--- config.mk ---
export PLATFORM = sky130hd
export DESIGN_NAME = sequence_player
export DESIGN_NICKNAME = d
export VERILOG_FILES = /design/src/rtl/sequence_player.sv
export SDC_FILE = /design/constraint.sdc
export NUM_CORES = 1
export LEC_CHECK = 0
export ABC_AREA = 1
export BUFFER_PORTS_ARGS = -buffer_cell sky130_fd_sc_hd__buf_2
export CORE_MARGIN = 2
export CORE_UTILIZATION = 30
export CTS_CLUSTER_DIAMETER = 200
export DETAILED_ROUTE_END_ITERATION = 10
export PLACE_DENSITY = 0.42
export SKIP_CTS_REPAIR_TIMING = 1
export SLEW_MARGIN = 20
export SYNTH_ARGS = -nofsm -noshare
export SYNTH_HDL_FRONTEND = slang
export SYNTH_SLANG_ARGS = --single-unit
--- constraint.sdc ---
create_clock -name clk -period 4.2 [get_ports clk]
set_input_delay 0 -clock clk [delete_from_list [all_inputs] [get_ports clk]]
set_output_delay 0 -clock clk [all_outputs]
set_load 0.01 [all_outputs]
--- src/rtl/sequence_player.sv ---
// rtl/sequence_player.sv - Simon sequence storage and LED playback, paced by variable_delay
module sequence_player #(
  parameter int DEPTH = 32
) (
  input  logic       clk,
  input  logic       reset,
  input  logic       append,
  input  logic [1:0] append_color,
  input  logic       start,
  input  logic       delay_pulse,
  output logic       delay_reset,
  output logic [4:0] delay_index,
  output logic [3:0] led,
  output logic       busy,
  output logic       done,
  output logic [5:0] seq_len,
  output logic       full
);

  localparam int AW = (DEPTH > 1) ? $clog2(DEPTH) : 1;

  typedef enum logic [2:0] {
    S_IDLE, S_ARM_ON, S_ON, S_ARM_OFF, S_OFF, S_DONE
  } state_t;

  state_t     state, state_next;
  logic [4:0] idx, idx_next;
  logic [1:0] mem [DEPTH];
  logic       append_ok;

  assign full      = (seq_len == 6'(DEPTH));
  assign append_ok = append && (state == S_IDLE) && !full;

  // Sequence contents survive reset; only the length is cleared.
  always_ff @(posedge clk) begin
    if (append_ok) mem[seq_len[AW-1:0]] <= append_color;
  end

  always_ff @(posedge clk) begin
    if (reset) begin
      state       <= S_IDLE;
      idx         <= '0;
      seq_len     <= '0;
      delay_index <= '0;
    end else begin
      state <= state_next;
      idx   <= idx_next;
      if (append_ok) begin
        seq_len     <= seq_len + 6'd1;
        delay_index <= seq_len[4:0];
      end
    end
  end

  always_comb begin
    state_next  = state;
    idx_next    = idx;
    delay_reset = 1'b1;
    led         = 4'b0000;
    busy        = 1'b1;
    done        = 1'b0;
    case (state)
      S_IDLE: begin
        busy = 1'b0;
        // A same-cycle append counts toward the length being played.
        if (start) begin
          if (seq_len != 6'd0 || append_ok) begin
            state_next = S_ARM_ON;
            idx_next   = '0;
          end else begin
            state_next = S_DONE;
          end
        end
      end
      S_ARM_ON: state_next = S_ON;
      S_ON: begin
        delay_reset = 1'b0;
        led         = 4'b0001 << mem[idx[AW-1:0]];
        if (delay_pulse) state_next = S_ARM_OFF;
      end
      S_ARM_OFF: state_next = S_OFF;
      S_OFF: begin
        delay_reset = 1'b0;
        if (delay_pulse) begin
          if ({1'b0, idx} == seq_len - 6'd1) begin
            state_next = S_DONE;
          end else begin
            idx_next   = idx + 5'd1;
            state_next = S_ARM_ON;
          end
        end
      end
      S_DONE: begin
        done       = 1'b1;
        state_next = S_IDLE;
      end
      default: state_next = S_IDLE;
    endcase
  end

endmodule

==> flow_summary.json <==
{
  "outcome": "finished, violations left",
  "failed_checks": "negative hold slack",
  "syn_nets": 470,
  "finalWorstPathRequiredPeriod_ps": 2523,
  "max-slew-margin-rel": 0.4753,
  "die_y_um": 122.5,
  "holdCritPathClass": "in -> reg",
  "irDropWorstVdd_uv": 257.2,
  "yosys-top-cells-count": "sky130_fd_sc_hd__nand2_1, sky130_fd_sc_hd__nand3_1, sky130_fd_sc_hd__edfxtp_1",
  "place.gp.congestion": 0.8268,
  "worst_max_slew_pin_slew_ps": 786.0,
  "worstSetupStartpointType": "flip-flop",
  "crit_path_frequent_cell": "sky130_fd_sc_hd__nand2_1",
  "regToRegSetupSlack_ps": 1800,
  "fp.dieW_um": 122.5,
  "wire_length_of_the_first_global_routing_pass_um": 16820,
  "critical-path-slowest-cell": "sky130_fd_sc_hd__dfxtp_1",
  "design.portCount": 26,
  "max_clock_freq_mhz": 396.3,
  "worstSetupEndpointType": "output pin",
  "routed_wl_um": 10630,
  "antenna-diode-count": 0,
  "drive_gt1_frac": 0.1608,
  "port_buffers": 25,
  "clockBufferDepth": 2,
  "holdWs_ps": -32.32,
  "final-instance-count-excl-fill": 665,
  "crit-reg2reg-launch": "seq_len[1]",
  "wl_met3_um": 434,
  "detail-route-antenna-nets": 0,
  "drt-vias-per-instance": 4.702,
  "ys_warn_count": 0,
  "wl_met2_um": 5147,
  "slew_violations": 0,
  "p_leak_nw": 1.856,
  "global_route.overflow_total": 0,
  "clockRootBuffer": "sky130_fd_sc_hd__clkbuf_16",
  "hold_viol": 1,
  "post-layout-total-power_mw": 2.966,
  "yosysTopAreaCell": "sky130_fd_sc_hd__edfxtp_1",
  "grt_max_degree": 33,
  "start_util": 0.3049,
  "ys_seq_elements": 88,
  "worst_clock_skew_ps": 5.561,
  "dieArea_um2": 15010,
  "synthesis.instances": 458,
  "synth.area.top_cells": "sky130_fd_sc_hd__edfxtp_1, sky130_fd_sc_hd__nand2_1, sky130_fd_sc_hd__dfxtp_1",
  "floorplan.rows": 43,
  "final_net_count": 492,
  "remaining_drc_errors": 0,
  "hp-start": "delay_pulse",
  "dpl.cell_count": 648,
  "number_of_antenna_violations_at_the_first_check_in_global_routing": 0,
  "number_of_global_route_vias_before_repair": 3103,
  "unique_cell_type_count_in_the_yosys_netlist": 36,
  "drt_pre_antenna_iters": 8,
  "critical_path.cell_chain": "inv_2 > nand3_1 > nand3_1 > nand2_1 > nand2_1 > nand2_1 > nand2_1 > nand2_1 > inv_1 > nor3_2 > buf_2",
  "clk-insertion-delay-late_ps": 340,
  "synthMostInstantiatedCell": "sky130_fd_sc_hd__nand2_1",
  "tritoncts": "built",
  "synth_seq_area_share": 0.5699,
  "drv.max_cap_violation_count": 0,
  "overall_track_demand_over_capacity_in_global_routing": 0.1532,
  "setup_total_negative_slack_ps": 0,
  "wp_data_arrival_ps": 2520,
  "post-synth-top-area-fraction": 0.4559,
  "critPathKind": "reg -> out",
  "worst_setup_hold_path_clk_slew_ps": 60,
  "top_layer": "met4",
  "post-route-period-util": 0.6007,
  "grt_setup_unrepaired": "false",
  "clkSinkCount": 88,
  "crit_fanout": 17,
  "finalSetupViolations": 0,
  "wl_met1_um": 4849,
  "coreArea_um2": 13830,
  "number_of_h_tree_branching_levels": 3,
  "synth-async-reset-ratio": 0,
  "synth-edff-count": 64,
  "wl_per_cell_um": 15.98,
  "critPathRequiredTime_ps": 4200,
  "largest_stage_delay_on_the_critical_path_ps": 830,
  "dr_total_vias": 3127,
  "drt_iter0_drc": 160,
  "area.growth.synth_to_final_pct": 12.38,
  "postSynthAreaPerCell_um2": 9.204,
  "dominantRegCellSynth": "sky130_fd_sc_hd__edfxtp_1",
  "dp_hpwl_um": 7357,
  "power_per_cell_area_nw_per_um2": 626.2,
  "tritoncts.num_buffers": 9,
  "syn_area_um2": 4215
}
layout by cell type, fill, tap and decap left out, types with 2 or more instances in the layout:
cell	instances
sky130_fd_sc_hd__clkinvlp_4	2
sky130_fd_sc_hd__nand3_1	65
sky130_fd_sc_hd__a21oi_1	9
sky130_fd_sc_hd__nand4_1	8
sky130_fd_sc_hd__clkbuf_16	9
sky130_fd_sc_hd__nand2_2	3
sky130_fd_sc_hd__nand2_4	3
sky130_fd_sc_hd__edfxtp_1	64
sky130_fd_sc_hd__dfxtp_1	24
sky130_fd_sc_hd__nor2_2	3
sky130_fd_sc_hd__o21ai_0	6
sky130_fd_sc_hd__nor2_1	52
sky130_fd_sc_hd__nand2_1	132
sky130_fd_sc_hd__ha_1	5
sky130_fd_sc_hd__inv_2	6
sky130_fd_sc_hd__nor3_2	2
sky130_fd_sc_hd__clkinv_4	2
sky130_fd_sc_hd__inv_1	28
sky130_fd_sc_hd__nor3_1	4
sky130_fd_sc_hd__nand3_2	4
sky130_fd_sc_hd__inv_4	3
sky130_fd_sc_hd__o21ai_2	2
sky130_fd_sc_hd__nor2_4	6
sky130_fd_sc_hd__buf_2	25
cell families after synthesis:
family | count (synthesis) | share of synthesized area
AO/OA/AOI/OAI | 23 | 0.03325
XOR/XNOR | 2 | 0.004156
adder cells (fa/ha/maj) | 5 | 0.01484
buffers and inverters | 55 | 0.06708
flip-flops | 88 | 0.5699
AND/OR/NAND/NOR | 285 | 0.3108
metal layers:
| layer | vias to the layer above | track usage |
|---|---|---|
| li1 | 1567 | - |
| met1 | 1480 | 0.1944 |
| met2 | 68 | 0.2583 |
| met3 | 12 | 0.02742 |
| met4 | 0 | 0.06106 |
| met5 | - | 0 |
where the power goes:
| part | switching (mW) | internal (mW) |
|---|---|---|
| Clock | 0.340 | 0.403 |
| Combinational | 0.719 | 0.347 |
| Sequential | 0.140 | 1.02 |
stage by stage:
step,cell area [um2],hold slack (ps),utilization,worst slack [ps]
global placement,4453,286.5,0.3221,1923
CTS,4727,-70.44,0.3419,1562
detailed placement,4453,297.1,0.3221,1847
floorplan,4215,62.44,-,2158
global route,4737,6.217,0.3426,1461
finish,4737,-32.32,0.3426,1677
state kept, by name, summed over array words and instances (netlist names), named ones only:
signal	count
idx	5
state	3
mem	64
seq_len	6
delay_index	5
area by class of cell:
type / count / area (um2)
fillers: 1437 / 9090
well taps: 180 / 225.2
clock buffers: 10 / 229.0
inverters: 39 / 162.7
clock inverters: 6 / 45.04
repair buffers: 27 / 142.6
flip-flops and latches: 88 / 2402
multi-input cells: 315 / 1530
worst max-delay path: cells and delay by family (launching register included):
kind | cells | cell delay, ps
buffers and inverters | 3 | 540
and+or+nand+nor | 8 | 790
DFF | 1 | 830
path summary, 6_finish.rpt:
path                         end  cells past startpoint
setup / recovery          led[3]                     11
hold / removal          state[2]                      4
setup reg to reg       mem[1][0]                      9
hold reg to reg   delay_index[0]                      2
Power figures use the tool's default switching activity.
